==> src/rtl/axis_capture_pkg.sv <==
// Shared constants for the triggered AXI4-Stream capture sequencer:
// state encoding used on the status port and by the controller FSM.
package axis_capture_pkg;

   localparam int STATE_W = 2;

   localparam logic [STATE_W-1:0] ST_IDLE    = 2'd0;
   localparam logic [STATE_W-1:0] ST_ARMED   = 2'd1;
   localparam logic [STATE_W-1:0] ST_CAPTURE = 2'd2;
   localparam logic [STATE_W-1:0] ST_DONE    = 2'd3;

   typedef enum logic [STATE_W-1:0] {
      S_IDLE    = ST_IDLE,
      S_ARMED   = ST_ARMED,
      S_CAPTURE = ST_CAPTURE,
      S_DONE    = ST_DONE
   } state_e;

endpackage

==> src/rtl/axis_capture_ctrl_if.sv <==
// Upstream and downstream stream signals of the capture controller.
// master = the controller view, slave = the source/DMA environment view.
interface axis_capture_ctrl_if #(
   parameter int TDATA_WIDTH = 32
);
   logic                     s_axis_tvalid;
   logic                     s_axis_tready;
   logic [TDATA_WIDTH-1:0]   s_axis_tdata;
   logic                     m_axis_tvalid;
   logic                     m_axis_tready;
   logic [TDATA_WIDTH-1:0]   m_axis_tdata;
   logic                     m_axis_tlast;
   logic [TDATA_WIDTH/8-1:0] m_axis_tkeep;

   modport master (
      input  s_axis_tvalid, s_axis_tdata, m_axis_tready,
      output s_axis_tready, m_axis_tvalid, m_axis_tdata, m_axis_tlast, m_axis_tkeep
   );

   modport slave (
      output s_axis_tvalid, s_axis_tdata, m_axis_tready,
      input  s_axis_tready, m_axis_tvalid, m_axis_tdata, m_axis_tlast, m_axis_tkeep
   );
endinterface

==> src/rtl/axis_pkt_counter.sv <==
// Beat counter within a packet: drives TLAST on beat len-1 and strobes
// packet completion when that last beat is accepted.
module axis_pkt_counter #(
   parameter int LEN_WIDTH = 24
) (
   input  logic                 aclk,
   input  logic                 resetn,
   input  logic                 clr_i,
   input  logic                 active_i,
   input  logic                 beat_i,
   input  logic [LEN_WIDTH-1:0] len_i,
   output logic [LEN_WIDTH-1:0] beat_cnt_o,
   output logic                 tlast_o,
   output logic                 pkt_done_o
);

   logic [LEN_WIDTH-1:0] beat_cnt_q;
   logic [LEN_WIDTH-1:0] beat_cnt_d;

   // Beat counter register.
   always_ff @(posedge aclk) begin
      if (!resetn) begin
         beat_cnt_q <= '0;
      end else begin
         beat_cnt_q <= beat_cnt_d;
      end
   end

   // TLAST compare and next count; len_i==1 makes every beat a last beat.
   always_comb begin
      tlast_o    = active_i && (beat_cnt_q == (len_i - LEN_WIDTH'(1)));
      pkt_done_o = beat_i && tlast_o;
      beat_cnt_d = beat_cnt_q;
      if (clr_i) begin
         beat_cnt_d = '0;
      end else if (pkt_done_o) begin
         beat_cnt_d = '0;
      end else if (beat_i) begin
         beat_cnt_d = beat_cnt_q + LEN_WIDTH'(1);
      end else begin
         beat_cnt_d = beat_cnt_q;
      end
   end

   assign beat_cnt_o = beat_cnt_q;

endmodule

==> src/rtl/axis_capture_ctrl.sv <==
// Triggered AXI4-Stream capture sequencer: arm/trigger FSM, trigger edge
// detection and whole-packet gating of the stream towards the DMA.
module axis_capture_ctrl
   import axis_capture_pkg::*;
#(
   parameter int TDATA_WIDTH = 32,
   parameter int LEN_WIDTH   = 24,
   parameter int CNT_WIDTH   = 16
) (
   input  logic                 aclk,
   input  logic                 resetn,
   input  logic [LEN_WIDTH-1:0] cfg_pkt_len,
   input  logic [CNT_WIDTH-1:0] cfg_n_pkts,
   input  logic                 arm,
   input  logic                 abort,
   input  logic                 trig,
   input  logic                 sw_trig,
   axis_capture_ctrl_if.master  bus,
   output logic [STATE_W-1:0]   state,
   output logic                 done_pulse,
   output logic                 cfg_err,
   output logic [CNT_WIDTH-1:0] pkt_count
);

   state_e               state_q, state_d;
   logic [LEN_WIDTH-1:0] len_q, len_d;
   logic [CNT_WIDTH-1:0] npk_q, npk_d;
   logic [CNT_WIDTH-1:0] pkt_count_q, pkt_count_d;
   logic                 stop_req_q, stop_req_d;
   logic                 cfg_err_q, cfg_err_d;
   logic                 done_pulse_q, done_pulse_d;
   logic                 trig_d_q;

   logic                 capture;
   logic                 beat;
   logic                 trg;
   logic                 cnt_clr;
   logic                 tlast;
   logic                 pkt_done;
   logic [LEN_WIDTH-1:0] beat_cnt;
   logic [CNT_WIDTH-1:0] pkt_inc;

   assign capture = (state_q == S_CAPTURE);
   assign beat    = capture && bus.s_axis_tvalid && bus.m_axis_tready;
   assign trg     = (trig && !trig_d_q) || sw_trig;
   assign pkt_inc = pkt_count_q + CNT_WIDTH'(1);

   axis_pkt_counter #(
      .LEN_WIDTH (LEN_WIDTH)
   ) u_cnt (
      .aclk       (aclk),
      .resetn     (resetn),
      .clr_i      (cnt_clr),
      .active_i   (capture),
      .beat_i     (beat),
      .len_i      (len_q),
      .beat_cnt_o (beat_cnt),
      .tlast_o    (tlast),
      .pkt_done_o (pkt_done)
   );

   // Control and status registers.
   always_ff @(posedge aclk) begin
      if (!resetn) begin
         state_q      <= S_IDLE;
         len_q        <= '0;
         npk_q        <= '0;
         pkt_count_q  <= '0;
         stop_req_q   <= 1'b0;
         cfg_err_q    <= 1'b0;
         done_pulse_q <= 1'b0;
         trig_d_q     <= 1'b0;
      end else begin
         state_q      <= state_d;
         len_q        <= len_d;
         npk_q        <= npk_d;
         pkt_count_q  <= pkt_count_d;
         stop_req_q   <= stop_req_d;
         cfg_err_q    <= cfg_err_d;
         done_pulse_q <= done_pulse_d;
         trig_d_q     <= trig;
      end
   end

   // Next-state logic; abort is only honoured on a packet boundary.
   always_comb begin
      state_d      = state_q;
      len_d        = len_q;
      npk_d        = npk_q;
      pkt_count_d  = pkt_count_q;
      stop_req_d   = stop_req_q;
      cfg_err_d    = cfg_err_q;
      done_pulse_d = 1'b0;
      cnt_clr      = 1'b0;
      case (state_q)
         S_IDLE, S_DONE: begin
            if (arm && (cfg_pkt_len != '0)) begin
               len_d       = cfg_pkt_len;
               npk_d       = cfg_n_pkts;
               pkt_count_d = '0;
               stop_req_d  = 1'b0;
               cfg_err_d   = 1'b0;
               cnt_clr     = 1'b1;
               state_d     = S_ARMED;
            end else if (arm) begin
               cfg_err_d = 1'b1;
            end else begin
               state_d = state_q;
            end
         end
         S_ARMED: begin
            if (abort) begin
               state_d      = S_IDLE;
               done_pulse_d = 1'b1;
            end else if (trg) begin
               state_d = S_CAPTURE;
            end else begin
               state_d = S_ARMED;
            end
         end
         S_CAPTURE: begin
            if (pkt_done) begin
               pkt_count_d = pkt_inc;
               if ((npk_q != '0) && (pkt_inc == npk_q)) begin
                  state_d      = S_DONE;
                  done_pulse_d = 1'b1;
               end else if (stop_req_q || abort) begin
                  state_d      = S_IDLE;
                  done_pulse_d = 1'b1;
               end else begin
                  state_d = S_CAPTURE;
               end
            end else if (abort && (beat_cnt == '0) && !beat) begin
               state_d      = S_IDLE;
               done_pulse_d = 1'b1;
            end else if (abort) begin
               stop_req_d = 1'b1;
            end else begin
               state_d = S_CAPTURE;
            end
         end
         default: begin
            state_d = S_IDLE;
         end
      endcase
   end

   // Stream gating: outside CAPTURE the source is drained and nothing is sent.
   always_comb begin
      bus.m_axis_tdata = bus.s_axis_tdata;
      if (capture) begin
         bus.m_axis_tvalid = bus.s_axis_tvalid;
         bus.s_axis_tready = bus.m_axis_tready;
      end else begin
         bus.m_axis_tvalid = 1'b0;
         bus.s_axis_tready = 1'b1;
      end
   end

   assign bus.m_axis_tlast = tlast;
   assign bus.m_axis_tkeep = {(TDATA_WIDTH/8){1'b1}};
   assign state            = state_q;
   assign done_pulse       = done_pulse_q;
   assign cfg_err          = cfg_err_q;
   assign pkt_count        = pkt_count_q;

endmodule
==> src/flat_wrapper.sv <==
// flat-port wrapper written by rule: the top's interface ports become plain ports
module axis_capture_ctrl_flat import axis_capture_pkg::*;
#(
   parameter int TDATA_WIDTH = 32,
   parameter int LEN_WIDTH   = 24,
   parameter int CNT_WIDTH   = 16
)
  (aclk, resetn, cfg_pkt_len, cfg_n_pkts, arm, abort, trig, sw_trig, state, done_pulse, cfg_err, pkt_count, bus_s_axis_tvalid, bus_s_axis_tdata, bus_m_axis_tready, bus_s_axis_tready, bus_m_axis_tvalid, bus_m_axis_tdata, bus_m_axis_tlast, bus_m_axis_tkeep);
  axis_capture_ctrl_if #(.TDATA_WIDTH(TDATA_WIDTH)) bus_i ();
  input  logic aclk;
  input  logic resetn;
  input  logic [LEN_WIDTH-1:0] cfg_pkt_len;
  input  logic [CNT_WIDTH-1:0] cfg_n_pkts;
  input  logic arm;
  input  logic abort;
  input  logic trig;
  input  logic sw_trig;
  output logic [STATE_W-1:0] state;
  output logic done_pulse;
  output logic cfg_err;
  output logic [CNT_WIDTH-1:0] pkt_count;
  input wire logic [$bits(bus_i.s_axis_tvalid)-1:0] bus_s_axis_tvalid;
  input wire logic [$bits(bus_i.s_axis_tdata)-1:0] bus_s_axis_tdata;
  input wire logic [$bits(bus_i.m_axis_tready)-1:0] bus_m_axis_tready;
  output wire logic [$bits(bus_i.s_axis_tready)-1:0] bus_s_axis_tready;
  output wire logic [$bits(bus_i.m_axis_tvalid)-1:0] bus_m_axis_tvalid;
  output wire logic [$bits(bus_i.m_axis_tdata)-1:0] bus_m_axis_tdata;
  output wire logic [$bits(bus_i.m_axis_tlast)-1:0] bus_m_axis_tlast;
  output wire logic [$bits(bus_i.m_axis_tkeep)-1:0] bus_m_axis_tkeep;
  assign bus_i.s_axis_tvalid = bus_s_axis_tvalid;
  assign bus_i.s_axis_tdata = bus_s_axis_tdata;
  assign bus_i.m_axis_tready = bus_m_axis_tready;
  assign bus_s_axis_tready = bus_i.s_axis_tready;
  assign bus_m_axis_tvalid = bus_i.m_axis_tvalid;
  assign bus_m_axis_tdata = bus_i.m_axis_tdata;
  assign bus_m_axis_tlast = bus_i.m_axis_tlast;
  assign bus_m_axis_tkeep = bus_i.m_axis_tkeep;
  axis_capture_ctrl #(.TDATA_WIDTH(TDATA_WIDTH), .LEN_WIDTH(LEN_WIDTH), .CNT_WIDTH(CNT_WIDTH)) u_core (.aclk(aclk), .resetn(resetn), .cfg_pkt_len(cfg_pkt_len), .cfg_n_pkts(cfg_n_pkts), .arm(arm), .abort(abort), .trig(trig), .sw_trig(sw_trig), .bus(bus_i), .state(state), .done_pulse(done_pulse), .cfg_err(cfg_err), .pkt_count(pkt_count));
endmodule
==> config.mk <==
export PLATFORM = sky130hd
export DESIGN_NAME = axis_capture_ctrl_flat
export DESIGN_NICKNAME = d
export VERILOG_FILES = /design/src/rtl/axis_capture_pkg.sv /design/src/rtl/axis_capture_ctrl_if.sv /design/src/rtl/axis_pkt_counter.sv /design/src/rtl/axis_capture_ctrl.sv /design/src/flat_wrapper.sv
export SDC_FILE = /design/constraint.sdc
export NUM_CORES = 1
export LEC_CHECK = 0
export CORE_AREA = 8 8 140 155
export CTS_BUF_LIST = sky130_fd_sc_hd__clkbuf_8
export DETAILED_ROUTE_END_ITERATION = 16
export DIE_AREA = 0 0 148 163
export PLACE_DENSITY_LB_ADDON = 0.05
export SLEW_MARGIN = 20
export SYNTH_ARGS = -nofsm -noshare
export SYNTH_HDL_FRONTEND = slang
export SYNTH_SLANG_ARGS = --single-unit
==> constraint.sdc <==
create_clock -name aclk -period 3.7 [get_ports aclk]
set_clock_uncertainty 0.2 [all_clocks]
set_input_delay 0.555 -clock aclk [delete_from_list [all_inputs] [get_ports aclk]]
set_output_delay 0.555 -clock aclk [all_outputs]
set_load 0.005 [all_outputs]
# Word level (Yosys, flattened, before mapping)
# Index checks and enable logic that the tools add are counted.
dict set report totals {
  elab_cells 79
  inputBits 80
  memories 0
  ram_bits 0
  mem_bits_ro 0
  output_inout_bits 59
  latch_bits 0
  register_bits 86
}
dict set report op_classes {
  n_eq_ne 11
  n_mul 0
  n_addsub 3
  n_div 0
  n_shift 0
  n_mux 29
  reduce_logical 26
  bitwise_logic 1
  n_lt_le_gt_ge 0
}
# cell n
set op_table {}
lappend op_table {{16-bit two-way mux} 2}
lappend op_table {{16-bit case mux with 2 select lines} 1}
lappend op_table {{24-bit by 1-bit adder with 24-bit output (second input constant)} 1}
lappend op_table {{24-bit == test} 1}
lappend op_table {{24-bit zero test} 1}
lappend op_table {{24-bit nonzero test} 1}
lappend op_table {{24-bit by 1-bit subtractor with 24-bit output (second input constant)} 1}
lappend op_table {{16-bit by 1-bit adder with 16-bit output (second input constant)} 1}
lappend op_table {{16-bit == test} 1}
lappend op_table {{2-bit two-way mux} 8}
lappend op_table {{16-bit nonzero test} 1}
lappend op_table {{1-bit two-way mux} 15}
lappend op_table {{1-bit logical AND} 9}
lappend op_table {{2-bit inequality test (second input constant)} 4}
lappend op_table {{2-bit case mux with 3 select lines} 1}
lappend op_table {{2-bit AND reduction} 3}
lappend op_table {{5-bit AND reduction} 1}
lappend op_table {{2-bit == test (second input constant)} 2}
lappend op_table {{4-bit inequality test (second input constant)} 1}
lappend op_table {{1-bit case mux with 2 select lines} 2}
lappend op_table {{2-bit nonzero test} 2}
lappend op_table {{3-bit AND reduction} 1}
lappend op_table {{3-bit OR reduction} 1}
lappend op_table {{2-bit by 1-bit == test with 1-bit output (second input constant)} 1}
lappend op_table {{other kinds (6)} 8}

# Depth between registers and ports, before layout
dict set report depth {
  depth_word 8
  ltp_mapped 14
  mapped_depth_nobuf 11
}

# Cells and area by module
# Synthesis repeated with hierarchy kept, for this count alone.
dict set report hier_totals {
  cells_unflattened 707
  hier_area_um2 5579.1
}
# mod seq_area_each_um2 area_each_um2 instances cells_per_inst
set modules_own_cells {}
lappend modules_own_cells {axis_capture_ctrl 1241.2 3437.0 1 442}
lappend modules_own_cells {axis_pkt_counter 480.5 2142.1 1 265}

# Worst setup path after synthesis
# No wires, ideal clock.
dict set report synth_timing {
  path_kind {register -> output}
  startpoint {reg u_core.len_q[0]}
  endpoint {out bus_m_axis_tlast}
  slack_ps 180
  required_time_ps 2945
  t_arrival_ps 2765
  path_stages_with_launch 13
  path_buffers 3
  cell_sequence {dfxtp_1 -> inv_1 -> ha_1 -> buf_2 -> xor2_1 -> a211oi_1 -> a31oi_1 -> or4_1 -> nor4_1 -> and3_1 -> buf_2 -> buf_2 -> and2_1}
}
dict set report synth_via {
  elab_chain_len 3
}
# element line_no
set synth_rtl {}
lappend synth_rtl {{start: declaration} axis_capture_ctrl.sv:26} ;# logic [LEN_WIDTH-1:0] len_q, len_d;
lappend synth_rtl {{start signal: assignment} axis_capture_ctrl.sv:75} ;# len_q <= len_d;
lappend synth_rtl {{24-bit by 1-bit subtractor with 24-bit output} axis_pkt_counter.sv:31} ;# tlast_o = active_i && (beat_cnt_q == (len_i - LEN_WIDTH'(1)));
lappend synth_rtl {{24-bit == test} axis_pkt_counter.sv:31}
lappend synth_rtl {{1-bit logical AND} axis_pkt_counter.sv:31}
lappend synth_rtl {{end: declaration} flat_wrapper.sv:28} ;# output wire logic [$bits(bus_i.m_axis_tlast)-1:0] bus_m_axis_tlast;
# No other way between the ends.

# Worst setup path after layout
dict set report layout_timing {
  startpoint {reg u_core.len_q[5]}
  endpoint {reg u_core.pkt_count_q[5] (netlist: u_core.pkt_count[5])}
}
dict set report layout_via {
  elab_chain_len 6
}
# element line_no
set layout_rtl {}
lappend layout_rtl {{24-bit by 1-bit subtractor with 24-bit output} axis_pkt_counter.sv:31}
lappend layout_rtl {{24-bit == test} axis_pkt_counter.sv:31}
lappend layout_rtl {{1-bit logical AND} axis_pkt_counter.sv:31}
lappend layout_rtl {{1-bit logical AND} axis_pkt_counter.sv:32} ;# pkt_done_o = beat_i && tlast_o;
lappend layout_rtl {{2-bit inequality test (no line)} -}
lappend layout_rtl {{3-bit AND reduction (no line)} -}
lappend layout_rtl {{end signal: assignment} axis_capture_ctrl.sv:77} ;# pkt_count_q <= pkt_count_d;
lappend layout_rtl {{end: declaration} axis_capture_ctrl.sv:28} ;# logic [CNT_WIDTH-1:0] pkt_count_q, pkt_count_d;
# No other way between the ends.
# A chain may end at the register's enable or synchronous reset.

==> impl_metrics.csv <==
group,metric,value,unit
run_status,outcome,"finished clean",
flow_run,maxCapViolations,0,
min_path,holdCritPathClass,"register to register",
synthesis,synth-seq-cells,86,
power,powerDensity,325,nW/um2
finish,diodes,0,
setup_path,crit_family,"simple AND/OR/NAND/NOR gates",
sta,hold_violations,0,
synthesis,synthAdderAreaFrac,0.0134,
synthesis,yosys.area_share.simple,0.314,
drt,post_drt_via_cell_ratio,5.20,
floorplan,core_area,19000,um2
clock_tree,clock-sinks,86,
global_routing,grtUsageTotal,0.158,
placement,gp_congestion,0.815,
setup_path,critical_path_required,3.80,ns
power,p_total,2.28,mW
global_routing,grt_pass1_wl,29800,um
setup_path,critPathSlowestCell,"or4_4",
synthesis,synth-main-ff-cell,"dfxtp_1",
synthesis,synth_top_family_by_area,"simple AND/OR/NAND/NOR gates",
global_routing,antenna_found_initial,0,
sta,tightest_slew,0.986,ns
global_routing,grt_pass1_vias,5437,
finish,finish.utilization,0.370,
floorplan,pin_count,139,
power,leakage,2.44,nW
placement,numPortBuffers,70,
synthesis,async_flop_share,0,
power,peakVddDrop,0.152,mV
clock_tree,cts-root-buf,"clkbuf_8",
setup_path,crit_chain,"nor4_4, buf_4, nand2_4, xnor2_2, or4_4, nor4_4, buf_4, buf_4, buf_4, buf_4, buf_4, buf_4, nand4_1, buf_6, nor2_4, nand2_2, a211oi_2",
setup_path,critPathBufInv,8,
drt,finalWirelength,19100,um
drt,drtIter0Drc,295,
placement,place_ws,0.0224,ns
synthesis,synth-xor-area-share,0.111,
synthesis,netlist_instances,745,
drt,wl_per_cell,18.1,um
setup_path,r2r_cells,17,
clock_tree,cts_tree,"built",
setup_path,cpMostUsedCell,"buf_4",
drt,routed-via-count,5490,
setup_path,end_kind,"register",
floorplan,rows,53,
sta,setup_slack,0.180,ns
clock_tree,numCtsBuffers,9,
finish,fin_nets,892,
sta,setup_viol,0,
clock_tree,htree_levels,3,
floorplan,die_w,148,um
synthesis,synthesis.area,5610,um2
placement,placed_cells,1029,
global_routing,grt_max_degree,48,
global_routing,grt_overflow,0,
placement,hpwl,14500,um
synthesis,synthMuxAreaShare,0.0114,
setup_path,cp_max_fo,5,
sta,drv_slew,0,
setup_path,cp-start-kind,"register",
sta,period_share,0.951,
drt,ant_nets,0,
sta,fin_crit,3.52,ns
finish,num-fill-cells,2043,
sta,maxSlewHeadroom,0.341,
floorplan,start_util,0.296,
setup_path,path_depth,17,
finish,area_delta_synth_final,25.1,%
synthesis,synth-edff-count,0,
sta,max_freq,284,MHz
drt,dr.pass1.iters,5,
clock_tree,clock_latency,0.38,ns
synthesis,avgSynthCellArea,7.53,um2
synthesis,synth_compound_area_frac,0.150,
floorplan,fp.dieH,163,um
finish,fin_cells,1056,
synthesis,yosys_warnings,0,
setup_path,critical_path_class,"register to register",
synthesis,yosysSeqAreaShare,0.307,
clock_tree,cts_buffer_depth,2,
drt,drc_errors,0,
setup_path,cp_slowest_stage_delay,0.57,ns
finish,drive_gt1_frac,0.157,
setup_path,crit_arrival,3.62,ns
synthesis,synthDistinctLibCells,63,
clock_tree,path_clk_slew,0.08,ns
min_path,hold_depth,2,
floorplan,dieArea,24100,um2
## final cells by class
type,count,area [um2],share of cell area
multi-input cells,567,3580,0.511
flip-flops and latches,86,1730,0.247
repair buffers,127,1160,0.166
well taps,247,309,0.0440
clock buffers,9,124,0.0176
inverters,15,56.3,0.00802
clock inverters,5,53.8,0.00766
## layout by cell type (no fill, tap or decap), types with 4 or more instances in the layout
cell type,n
a211oi_1,7
a211oi_2,6
a21oi_1,68
a21oi_2,5
a31oi_1,6
a41oi_1,4
and2_1,5
and3_1,12
buf_4,53
clkbuf_8,9
clkdlybuf4s50_1,69
conb_1,4
dfxtp_1,81
dfxtp_2,4
ha_1,5
inv_1,15
nand2_1,121
nand2b_1,11
nand3_1,20
nand3b_1,5
nand4_1,26
nor2_1,57
nor2b_1,4
nor3_1,20
nor4_1,21
nor4_2,4
nor4_4,4
o21ai_0,12
or2_2,4
xnor2_1,38
xor2_1,31
## cells by family after synthesis
group	Yosys count
AOI/OAI and AO/OA	137
xor gates and xnor gates	71
adders and majority gates	6
buffers and inverters	96
DFF	86
muxes	6
other	1
and+or+nand+nor	342
## metrics by stage
| step | TNS, ns | instance area (um2) | hold WS [ns] |
|---|---|---|---|
| 6_report | 0 | 7020 | 0.265 |
| 4_1_cts | -0.0612 | 6830 | 0.271 |
| 2_1_floorplan | 0 | 5620 | 0.250 |
| 5_1_grt | -0.0513 | 7020 | 0.311 |
| 3_3_place_gp | 0 | 6540 | 0.255 |
| 3_5_place_dp | 0 | 6540 | 0.258 |
## worst register-to-register path, stage by stage, from the launching register on
cell and delay [ns]:
dfxtp_4 0.37, nor4_4 0.32, buf_4 0.17, nand2_4 0.04, xnor2_2 0.13, or4_4 0.57
nor4_4 0.24, buf_4 0.15, buf_4 0.09, buf_4 0.09, buf_4 0.09, buf_4 0.09
buf_4 0.09, nand4_1 0.12, buf_6 0.18, nor2_4 0.25, nand2_2 0.09, a211oi_2 0.19
## metal layers
layer / part of all wire / vias up / GRT usage
met5: 0 / - / 0
met3: 0.037 / 29 / 0.0303
li1: - / 2697 / -
met2: 0.50 / 133 / 0.272
met4: 0.027 / 0 / 0.0673
met1: 0.44 / 2631 / 0.187
## Yosys cell counts (all sizes together) (11+ instances only)
master	number	area share
a211oi	13	0.017
a21oi	74	0.067
and3	13	0.014
buf	49	0.062
clkbuf	32	0.021
dfxtp	86	0.31
inv	14	0.0094
nand2	123	0.082
nand2b	11	0.012
nand3	21	0.021
nand4	27	0.031
nor2	60	0.041
nor3	22	0.022
nor4	29	0.043
o21ai	13	0.012
xnor2	40	0.062
xor2	31	0.048
## where the power goes
part | internal (mW) | switching [mW] | total [mW] | leakage [nW]
clock network | 0.301 | 0.349 | 0.650 | 0.0884
registers | 0.962 | 0.0488 | 1.01 | 0.702
logic | 0.283 | 0.337 | 0.620 | 1.65
## worst paths after layout
| check | startpoint | endpoint | slack (ns) |
|---|---|---|---|
| min | u_core.cfg_err | u_core.cfg_err | 0.27 |
| max reg2reg | u_core.len_q[5] | u_core.pkt_count[5] | 0.18 |
| max | u_core.len_q[5] | u_core.pkt_count[5] | 0.18 |
| min reg2reg | u_core.cfg_err | u_core.cfg_err | 0.27 |
## state kept, by name (all words and copies together), names as in the netlist
signal,flops
u_core.len_q,24
u_core.state,2
u_core.done_pulse,1
u_core.npk_q,16
u_core.cfg_err,1
u_core.u_cnt.beat_cnt_o,24
u_core.stop_req_q,1
u_core.pkt_count,16
u_core.trig_d_q,1
## timing repair
| action | in CTS | in global routing |
|---|---|---|
| pin swaps | 6 | 18 |
| hold buffers | 0 | 0 |
| resized for setup | 11 | 38 |
| setup endpoints to repair | 1 | 36 |
| buffers inserted | 11 | 5 |
| cloned | 0 | 1 |
No activity file was read; power rests on OpenSTA's default activity.
